[config.mk]
export PLATFORM = sky130hd
export DESIGN_NAME = lcd_bus_reader
export DESIGN_NICKNAME = d
export VERILOG_FILES = /design/src/rtl/lcd_pkg.sv /design/src/rtl/lcd_phase_timer.sv /design/src/rtl/lcd_bus_reader.sv
export SDC_FILE = /design/constraint.sdc
export NUM_CORES = 1
export LEC_CHECK = 0
export BUFFER_PORTS_ARGS = -buffer_cell sky130_fd_sc_hd__buf_2
export CAP_MARGIN = 30
export CORE_AREA = 2 2 60 62
export DETAILED_ROUTE_END_ITERATION = 16
export DIE_AREA = 0 0 62 64
export PLACE_DENSITY_LB_ADDON = 0.25
export RECOVER_POWER = 25
export SLEW_MARGIN = 20
export SYNTH_ARGS = -nofsm -noshare
export SYNTH_HDL_FRONTEND = slang
export SYNTH_SLANG_ARGS = --single-unit
[constraint.sdc]
create_clock -name clk -period 2.2 [get_ports clk]
set_input_delay 0.44 -clock clk [delete_from_list [all_inputs] [get_ports clk]]
set_output_delay 0.44 -clock clk [all_outputs]
set_load 0.02 [all_outputs]
[src/rtl/lcd_pkg.sv]
// Shared definitions for the HD44780 parallel-bus engines: op codes, reader FSM states
// and default bus timing in clock cycles.
package lcd_pkg;

  typedef enum logic [1:0] {
    OP_STATUS = 2'b00,
    OP_DATA   = 2'b01,
    OP_POLL   = 2'b10
  } lcd_op_e;

  typedef enum logic [2:0] {
    IDLE,
    SETUP,
    EHIGH,
    HOLD,
    REC,
    DONE
  } lcd_state_e;

  localparam int LCD_T_AS     = 3;
  localparam int LCD_T_PW     = 24;
  localparam int LCD_T_H      = 2;
  localparam int LCD_T_REC    = 24;
  localparam int LCD_POLL_MAX = 1024;

  function automatic int max_of4(input int a, input int b, input int c, input int d);
    int m;
    m = a;
    if (b > m) m = b;
    if (c > m) m = c;
    if (d > m) m = d;
    return m;
  endfunction

  // The reserved encoding 2'b11 falls back to a single status read.
  function automatic lcd_op_e decode_op(input logic [1:0] raw);
    case (raw)
      2'b01:   return OP_DATA;
      2'b10:   return OP_POLL;
      default: return OP_STATUS;
    endcase
  endfunction

endpackage

[src/rtl/lcd_phase_timer.sv]
// Loadable down-counter shared by every timed bus phase; expire_o is high while the
// count sits at zero, so loading N-1 yields a phase lasting N cycles.
module lcd_phase_timer #(
  parameter int W = 5
) (
  input  logic         clk,
  input  logic         rst,
  input  logic         load_i,
  input  logic [W-1:0] value_i,
  output logic         expire_o
);

  logic [W-1:0] cnt_q, cnt_d;

  always_comb begin
    cnt_d = cnt_q;
    if (load_i) begin
      cnt_d = value_i;
    end else if (cnt_q != '0) begin
      cnt_d = cnt_q - W'(1);
    end
  end

  always_ff @(posedge clk or posedge rst) begin
    if (rst) begin
      cnt_q <= '0;
    end else begin
      cnt_q <= cnt_d;
    end
  end

  assign expire_o = (cnt_q == '0);

endmodule

[src/rtl/lcd_bus_reader.sv]
// RW=1 read engine for the HD44780 bus: single status/data reads and busy-flag polling
// with a bounded number of reads. All bus strobes are registered.
module lcd_bus_reader
  import lcd_pkg::*;
#(
  parameter int T_AS     = LCD_T_AS,
  parameter int T_PW     = LCD_T_PW,
  parameter int T_H      = LCD_T_H,
  parameter int T_REC    = LCD_T_REC,
  parameter int POLL_MAX = LCD_POLL_MAX
) (
  input  logic       clk,
  input  logic       rst,
  input  logic       req,
  input  logic [1:0] op,
  output logic       ready,
  output logic       valid,
  output logic [7:0] rdata,
  output logic       timeout,
  input  logic [7:0] d_in,
  output logic       d_oe,
  output logic       RS,
  output logic       RW,
  output logic       E
);

  localparam int PH_MAX = max_of4(T_AS, T_PW, T_H, T_REC);
  localparam int PH_W   = $clog2(PH_MAX + 1);
  localparam int PC_W   = $clog2(POLL_MAX + 1);

  localparam logic [PH_W-1:0] AS_LD  = PH_W'(T_AS - 1);
  localparam logic [PH_W-1:0] PW_LD  = PH_W'(T_PW - 1);
  localparam logic [PH_W-1:0] H_LD   = PH_W'(T_H - 1);
  localparam logic [PH_W-1:0] REC_LD = PH_W'(T_REC - 1);
  localparam logic [PC_W-1:0] PC_MAX = PC_W'(POLL_MAX);

  lcd_state_e      state_q, state_d;
  lcd_op_e         op_q, op_d;
  logic            rs_q, rs_d;
  logic            rw_q, rw_d;
  logic            e_q, e_d;
  logic            valid_q, valid_d;
  logic [7:0]      rdata_q, rdata_d;
  logic            timeout_q, timeout_d;
  logic [PC_W-1:0] poll_cnt_q, poll_cnt_d;

  logic            tmr_load;
  logic [PH_W-1:0] tmr_val;
  logic            tmr_expire;
  logic            still_busy;

  lcd_phase_timer #(
    .W(PH_W)
  ) u_timer (
    .clk     (clk),
    .rst     (rst),
    .load_i  (tmr_load),
    .value_i (tmr_val),
    .expire_o(tmr_expire)
  );

  assign still_busy = (op_q == OP_POLL) && rdata_q[7];

  always_comb begin
    state_d    = state_q;
    op_d       = op_q;
    rs_d       = rs_q;
    rw_d       = rw_q;
    e_d        = e_q;
    valid_d    = 1'b0;
    rdata_d    = rdata_q;
    timeout_d  = timeout_q;
    poll_cnt_d = poll_cnt_q;
    tmr_load   = 1'b0;
    tmr_val    = '0;

    unique case (state_q)
      IDLE: begin
        if (req) begin
          op_d       = decode_op(op);
          rs_d       = (op == 2'b01);
          rw_d       = 1'b1;
          timeout_d  = 1'b0;
          poll_cnt_d = '0;
          tmr_load   = 1'b1;
          tmr_val    = AS_LD;
          state_d    = SETUP;
        end
      end
      SETUP: begin
        if (tmr_expire) begin
          e_d      = 1'b1;
          tmr_load = 1'b1;
          tmr_val  = PW_LD;
          state_d  = EHIGH;
        end
      end
      EHIGH: begin
        // The LCD drives d_in while E is high; capture on the falling edge.
        if (tmr_expire) begin
          e_d     = 1'b0;
          rdata_d = d_in;
          if (poll_cnt_q != PC_MAX) begin
            poll_cnt_d = poll_cnt_q + PC_W'(1);
          end
          tmr_load = 1'b1;
          tmr_val  = H_LD;
          state_d  = HOLD;
        end
      end
      HOLD: begin
        if (tmr_expire) begin
          if (still_busy && (poll_cnt_q < PC_MAX)) begin
            tmr_load = 1'b1;
            tmr_val  = REC_LD;
            state_d  = REC;
          end else begin
            timeout_d = still_busy;
            rs_d      = 1'b0;
            rw_d      = 1'b0;
            valid_d   = 1'b1;
            state_d   = DONE;
          end
        end
      end
      REC: begin
        if (tmr_expire) begin
          tmr_load = 1'b1;
          tmr_val  = AS_LD;
          state_d  = SETUP;
        end
      end
      DONE: begin
        state_d = IDLE;
      end
      default: begin
        state_d = IDLE;
      end
    endcase
  end

  always_ff @(posedge clk or posedge rst) begin
    if (rst) begin
      state_q    <= IDLE;
      op_q       <= OP_STATUS;
      rs_q       <= 1'b0;
      rw_q       <= 1'b0;
      e_q        <= 1'b0;
      valid_q    <= 1'b0;
      rdata_q    <= 8'h00;
      timeout_q  <= 1'b0;
      poll_cnt_q <= '0;
    end else begin
      state_q    <= state_d;
      op_q       <= op_d;
      rs_q       <= rs_d;
      rw_q       <= rw_d;
      e_q        <= e_d;
      valid_q    <= valid_d;
      rdata_q    <= rdata_d;
      timeout_q  <= timeout_d;
      poll_cnt_q <= poll_cnt_d;
    end
  end

  assign ready   = (state_q == IDLE);
  assign valid   = valid_q;
  assign rdata   = rdata_q;
  assign timeout = timeout_q;
  assign d_oe    = 1'b0;
  assign RS      = rs_q;
  assign RW      = rw_q;
  assign E       = e_q;

endmodule

* Yosys cells after proc, flatten, opt, wreduce, memory -nomap -nowiden
Index checks and enable logic that the tools add are counted.
Widths: inputs -> output; s select.
** Storage, ports and cells
- Logic and storage cells :: 86
- Input bits :: 13
- Output and inout bits :: 15
- Bits in registers :: 34
** Cells by class
- Reduce and logical (&&, ||, !) cells :: 16
- Equal/unequal tests :: 15
- Add/sub/neg operators :: 2
- Order comparisons :: 1
- Multiplexer cells :: 42
** Operator list (count)
- $mux 11 :: 3
- $mux 5 :: 5
- $pmux 5 s5 :: 1
- $pmux 11 s2 :: 1
- $mux 1 :: 18
- $mux 3 :: 5
- $pmux 3 s5 :: 1
- $ne 2x2->1 const B :: 7
- $add 11x1->11 const B :: 1
- $lt 11x11->1 const B :: 1
- $ne 11x11->1 const B :: 1
- $pmux 1 s2 :: 4
- $reduce_and 4->1 :: 2
- $reduce_bool 2->1 :: 4
- $eq 3x2->1 const B :: 2
- $logic_not 5->1 :: 1
- $reduce_and 5->1 :: 1
- $reduce_bool 5->1 :: 1
- $sub 5x1->5 const B :: 1
- $eq 2x2->1 const B :: 2
- $mux 2 :: 2
- $pmux 2 s2 :: 1
- $reduce_and 2->1 :: 2
- $eq 3x1->1 const B :: 1
- 7 further kinds :: 8

* Depth between registers and ports, before layout
- Depth in word-level cells :: 7
- Depth in mapped cells :: 7
- Gate-level depth less buffers :: 6

* By module
Synthesis repeated with hierarchy kept, for this count alone.
** Second synthesis, totals
- Cells, all modules :: 203
- Area total of the unflattened synthesis :: 1889.3 µm²
** By module, submodules not included
- lcd_bus_reader :: cells an instance 175, times used 1, area an instance 1606.5 µm², seq. area each 725.7 µm²
- lcd_phase_timer :: cells an instance 28, times used 1, area an instance 282.8 µm², seq. area each 125.1 µm²

* Least setup slack after synthesis
Ideal clock, no wire load.
- Path kind :: register to register
- Start point :: register u_timer.cnt_q[0]
- End point :: register u_timer.cnt_q[1]
- Path slack :: 0.309 ns
- Buffers on the path :: 0
- Data required time :: 2.059 ns
- Data arrival time :: 1.750 ns
- Period minus slack after synthesis :: 1.891 ns
- Library setup time :: 0.141 ns
- Cell stages (with the launch flop) :: 7
- Cell sequence :: dfrtp_1 inv_1 ha_1 or4b_1 a2111oi_2 a211o_1 o311ai_1
** Between the ends
- Word-level cells in the longest chain between the ends :: 4
- Elaborated cells on any way between the ends :: 13
- Classes of those cells :: add/sub (1); mux (9); reduce/logical (3)
** RTL lines
- start, declared :: RTL line lcd_phase_timer.sv:13 : logic [W-1:0] cnt_q, cnt_d;
- start signal, assigned :: RTL line lcd_phase_timer.sv:28 : cnt_q <= cnt_d;
- parallel branches: the longest is 4 deep, another holds $sub 5x1->5
Parallel ways; which one is timed is not known. The select of a mux whose other input is x is not followed.
A chain may end at the register's enable or synchronous reset.

* Worst setup path in the final report
- Start point :: register u_timer.cnt_q[0]
- End point :: register poll_cnt_q[5]
** Between the ends
- Word-level cells in the longest chain between the ends :: 3
** RTL lines
- $logic_not 5->1 :: RTL line lcd_phase_timer.sv:32 : assign expire_o = (cnt_q == '0);
- $ne 2x2->1 (no source line)
- $reduce_and 4->1 (no source line)
- end signal, assigned :: RTL line lcd_bus_reader.sv:162 : poll_cnt_q <= poll_cnt_d;
- end, declared :: RTL line lcd_bus_reader.sv:45 : logic [PC_W-1:0] poll_cnt_q, poll_cnt_d;
Every way passes these cells.

==> out/qor_table.md <==
| Result | Value | Unit |
|---|---|---|
| Count of standard-cell rows | 21 | - |
| Max Clock Skew | 0.0153 | ns |
| Max-slew violation count | 35 | - |
| Diodes inserted | 0 | - |
| Clock-pin slew reported for the worst setup and hold paths after clock tree synthesis | 0.11 | ns |
| Final worst path period share | 93.1 | % |
| Post-DRT Antenna Nets | 0 | - |
| H-tree levels | 2 | - |
| Worst voltage drop across the vdd grid | 619 | uV |
| Outcome | finished, violations left | - |
| CTS Buffer Depth | 2 | - |
| Leakage power summed over all cells | 0.916 | nW |
| Number of placed I/O pins | 28 | - |
| Detailed router's first-iteration violation count | 44 | - |
| Critical path start-end classification | reg2reg | - |
| YS warnings | 0 | - |
| Combined area of the multi-input logic cells | 828 | sq um |
| Clock sink count | 34 | - |
| Placer's final routability congestion estimate | 0.792 | - |
| Commonest non-fill, non-tap cells in the layout | sky130_fd_sc_hd__dfrtp_1, sky130_fd_sc_hd__buf_2, sky130_fd_sc_hd__nand2_1, sky130_fd_sc_hd__a21oi_1 | - |
| Clock root buffer master | sky130_fd_sc_hd__clkbuf_4 | - |
| Max-cap check violation count | 1 | - |
| Maximum number of pins on one net before global-route repair | 35 | - |
| Port Buffers | 26 | - |
| Effective utilization at floorplan | 53.1 | % |
| Via count | 1,376 | - |
| Net Count, Synth | 186 | - |
| Synthesis-stage register bit count | 34 | - |
| Number of unique standard cell types used by synthesis | 43 | - |
| Via-to-Cell Ratio | 5.55 | - |
| Yosys top cell by area | sky130_fd_sc_hd__dfrtp_1 | - |
| CTS tree | built | - |
| Arrival time at the worst endpoint | 2.31 | ns |
| Area growth from synthesis to final layout | 16.6 | % |
| Worst Max-Slew Pin Slew | 1.79 | ns |
| Sort of element at the start of the critical path | flop | - |
| Global-route wire length before repair | 6000 | microns |
| Highest Clock Rate | 488 | MHz |
| Part of the Yosys area used for sequential elements | 48.8 | % |
| Hold Crit Class | in2reg | - |
| Count of cells resized by post-cts repair | 0 | - |
| Number of global-route vias before repair | 1,383 | - |
| Top post-synthesis cells by area | sky130_fd_sc_hd__dfrtp_1, sky130_fd_sc_hd__mux2_2, sky130_fd_sc_hd__nand2_1, sky130_fd_sc_hd__ha_1, sky130_fd_sc_hd__mux2i_1 | - |
| Commonest non-fill, non-tap cell in the layout | sky130_fd_sc_hd__dfrtp_1 | - |
| Proportion of netlist area held by the largest area contributor | 48.8 | % |
| Count of placed standard cells including taps | 241 | - |
| Data required time of the critical path | 2.47 | ns |
| Clock buffer count from CTS | 5 | - |
| Relative max-transition margin | -19.2 | % |
| Final hold slack | 0.324 | ns |
| Synth Area per Inst | 10.3 | sq um |
| Share of layout cells above drive strength 1 | 26.7 | % |
| Sum of overflow across all layers after global routing | 0 | - |
| Count of endpoints failing hold in the final timing report | 0 | - |
| Total of fill cells in the finished design | 290 | - |
| Post-detailed-route DRC marker count | 0 | - |
| Minimum clock period | 2.05 | ns |
| Failing checks | capacitance limit, slew limit | - |
| Die W | 62 | microns |
| Final nets | 219 | - |
| Register area | 851 | sq um |
| Die footprint | 3970 | sq um |
| Antenna violations before repair | 0 | - |
| Synthesized cell area | 1740 | sq um |
| Count of buffers added by post-CTS timing repair for setup | 0 | - |
| Synthesized instance count | 169 | - |
| Largest fanout of any net on the critical path | 6 | - |
| Detail Placement HPWL | 2670 | microns |
| Sum Neg Setup Slack | 0 | ns |
| Count of non-filler cells in the finished layout | 248 | - |
| Kind of end point of the critical path | flop | - |
| Pre-antenna DRT Iters | 4 | - |
| Total Wirelength | 3580 | microns |
| Routed length per placed instance | 14.4 | microns |
| GR Util All Layers | 20.4 | % |
| Later-pin clock latency in the skew report | 0.34 | ns |
| Setup repair after global routing missed its margin | false | - |
| Vertical die dimension | 64 | microns |
| Number of buffers added to fix hold violations after cts | 0 | - |
| Setup violations, final | 0 | - |
| Core area | 3280 | sq um |
| Power per unit of standard cell area | 1230 | nW/um^2 |
-- cell families (layout without fill, tap and decap cells) --
| group | Yosys count | after routing | synth area share, % |
|---|---|---|---|
| compound gates | 31 | 31 | 11.4 |
| xor+xnor | 4 | 4 | 2.01 |
| fa+ha+maj | 4 | 4 | 2.87 |
| simple gates | 66 | 66 | 23.0 |
| other cells | 1 | 1 | 0.215 |
| buf+inv | 16 | 49 | 3.73 |
| mux | 13 | 13 | 8.03 |
| flops | 34 | 34 | 48.8 |
-- path summary, 6_finish.rpt --
check,slack [ns],cells after the start,startpoint,end
max in group asynchronous,0.44,3,rst,u_timer.cnt_q[4]
setup / recovery,0.15,7,u_timer.cnt_q[0],poll_cnt_q[5]
hold reg to reg,0.49,2,op_q[1],op_q[1]
setup reg to reg,0.15,7,u_timer.cnt_q[0],poll_cnt_q[5]
hold / removal,0.32,2,d_in[6],rdata[6]
min in group asynchronous,0.72,3,rst,timeout
-- per-layer routing --
metal	up-vias	track usage (%)	share of wire, %
li1	667	-	-
met1	673	24.8	43
met2	26	33.9	52
met3	10	4.25	2.8
met4	0	9.04	2.3
met5	-	0	0
-- synthesized netlist by cell type (all sizes together) --
library cell  count
and4              1
mux2i             5
nand4             2
ha                4
dfrtp            34
nor2              8
a211o             1
clkbuf            6
inv               8
a22o              1
o311a             1
or4b              1
o22ai             1
nor3b             2
nor2b             2
nand2            15
nor4              1
and2              2
o21a              1
nor3              9
nand3             4
o31ai             4
nor4b             4
mux2              8
and4b             1
o21ai            10
xnor2             4
conb              1
o2bb2ai           1
buf               2
or3b              2
nand3b            3
or4               3
nand2b            2
a2111oi           1
o311ai            1
a21oi             9
or3               4
-- flip-flops by register name, indices dropped and copies added, names as in the netlist --
| signal | flops |
|---|---|
| timeout | 1 |
| state_q | 3 |
| RS | 1 |
| rdata | 8 |
| RW | 1 |
| valid | 1 |
| E | 1 |
| op_q | 2 |
| u_timer.cnt_q | 5 |
| poll_cnt_q | 11 |
-- critical path, cell delays in order, from the launching register on --
cell	delay (ns)
sky130_fd_sc_hd__dfrtp_1	0.43
sky130_fd_sc_hd__inv_1	0.10
sky130_fd_sc_hd__ha_1	0.21
sky130_fd_sc_hd__nor4b_4	0.23
sky130_fd_sc_hd__buf_4	0.19
sky130_fd_sc_hd__nand4_2	0.14
sky130_fd_sc_hd__or4_1	0.49
sky130_fd_sc_hd__a21oi_1	0.17
-- power by group --
part	switching, mW	leakage (nW)	internal, mW
Combinational	0.556	0.446	0.428
Clock	0.205	0.0443	0.265
Sequential	0.201	0.426	0.857
-- stage by stage --
step | power (mW) | instance area [sq um] | util [%] | setup WS [ns]
floorplan | 1.73 | 1740 | - | 0.309
global placement | 1.99 | 1960 | 59.6 | 0.267
detailed placement | 2.06 | 1960 | 59.6 | 0.201
CTS | 2.53 | 2040 | 62.1 | 0.167
global route | 2.68 | 2030 | 61.9 | 0.0127
finish | 2.51 | 2030 | 61.9 | 0.151
-- final cells by class --
class                           instances  area share [%]
Clock buffer                            6            2.52
Clock inverter                          1            1.48
Inverter                                8            1.48
Multi-Input combinational cell        119            40.7
Sequential cell                        34            41.8
Tap cell                               46            2.83
Timing Repair Buffer                   34            9.16
Note: power is estimated with default switching activity, not from simulation.
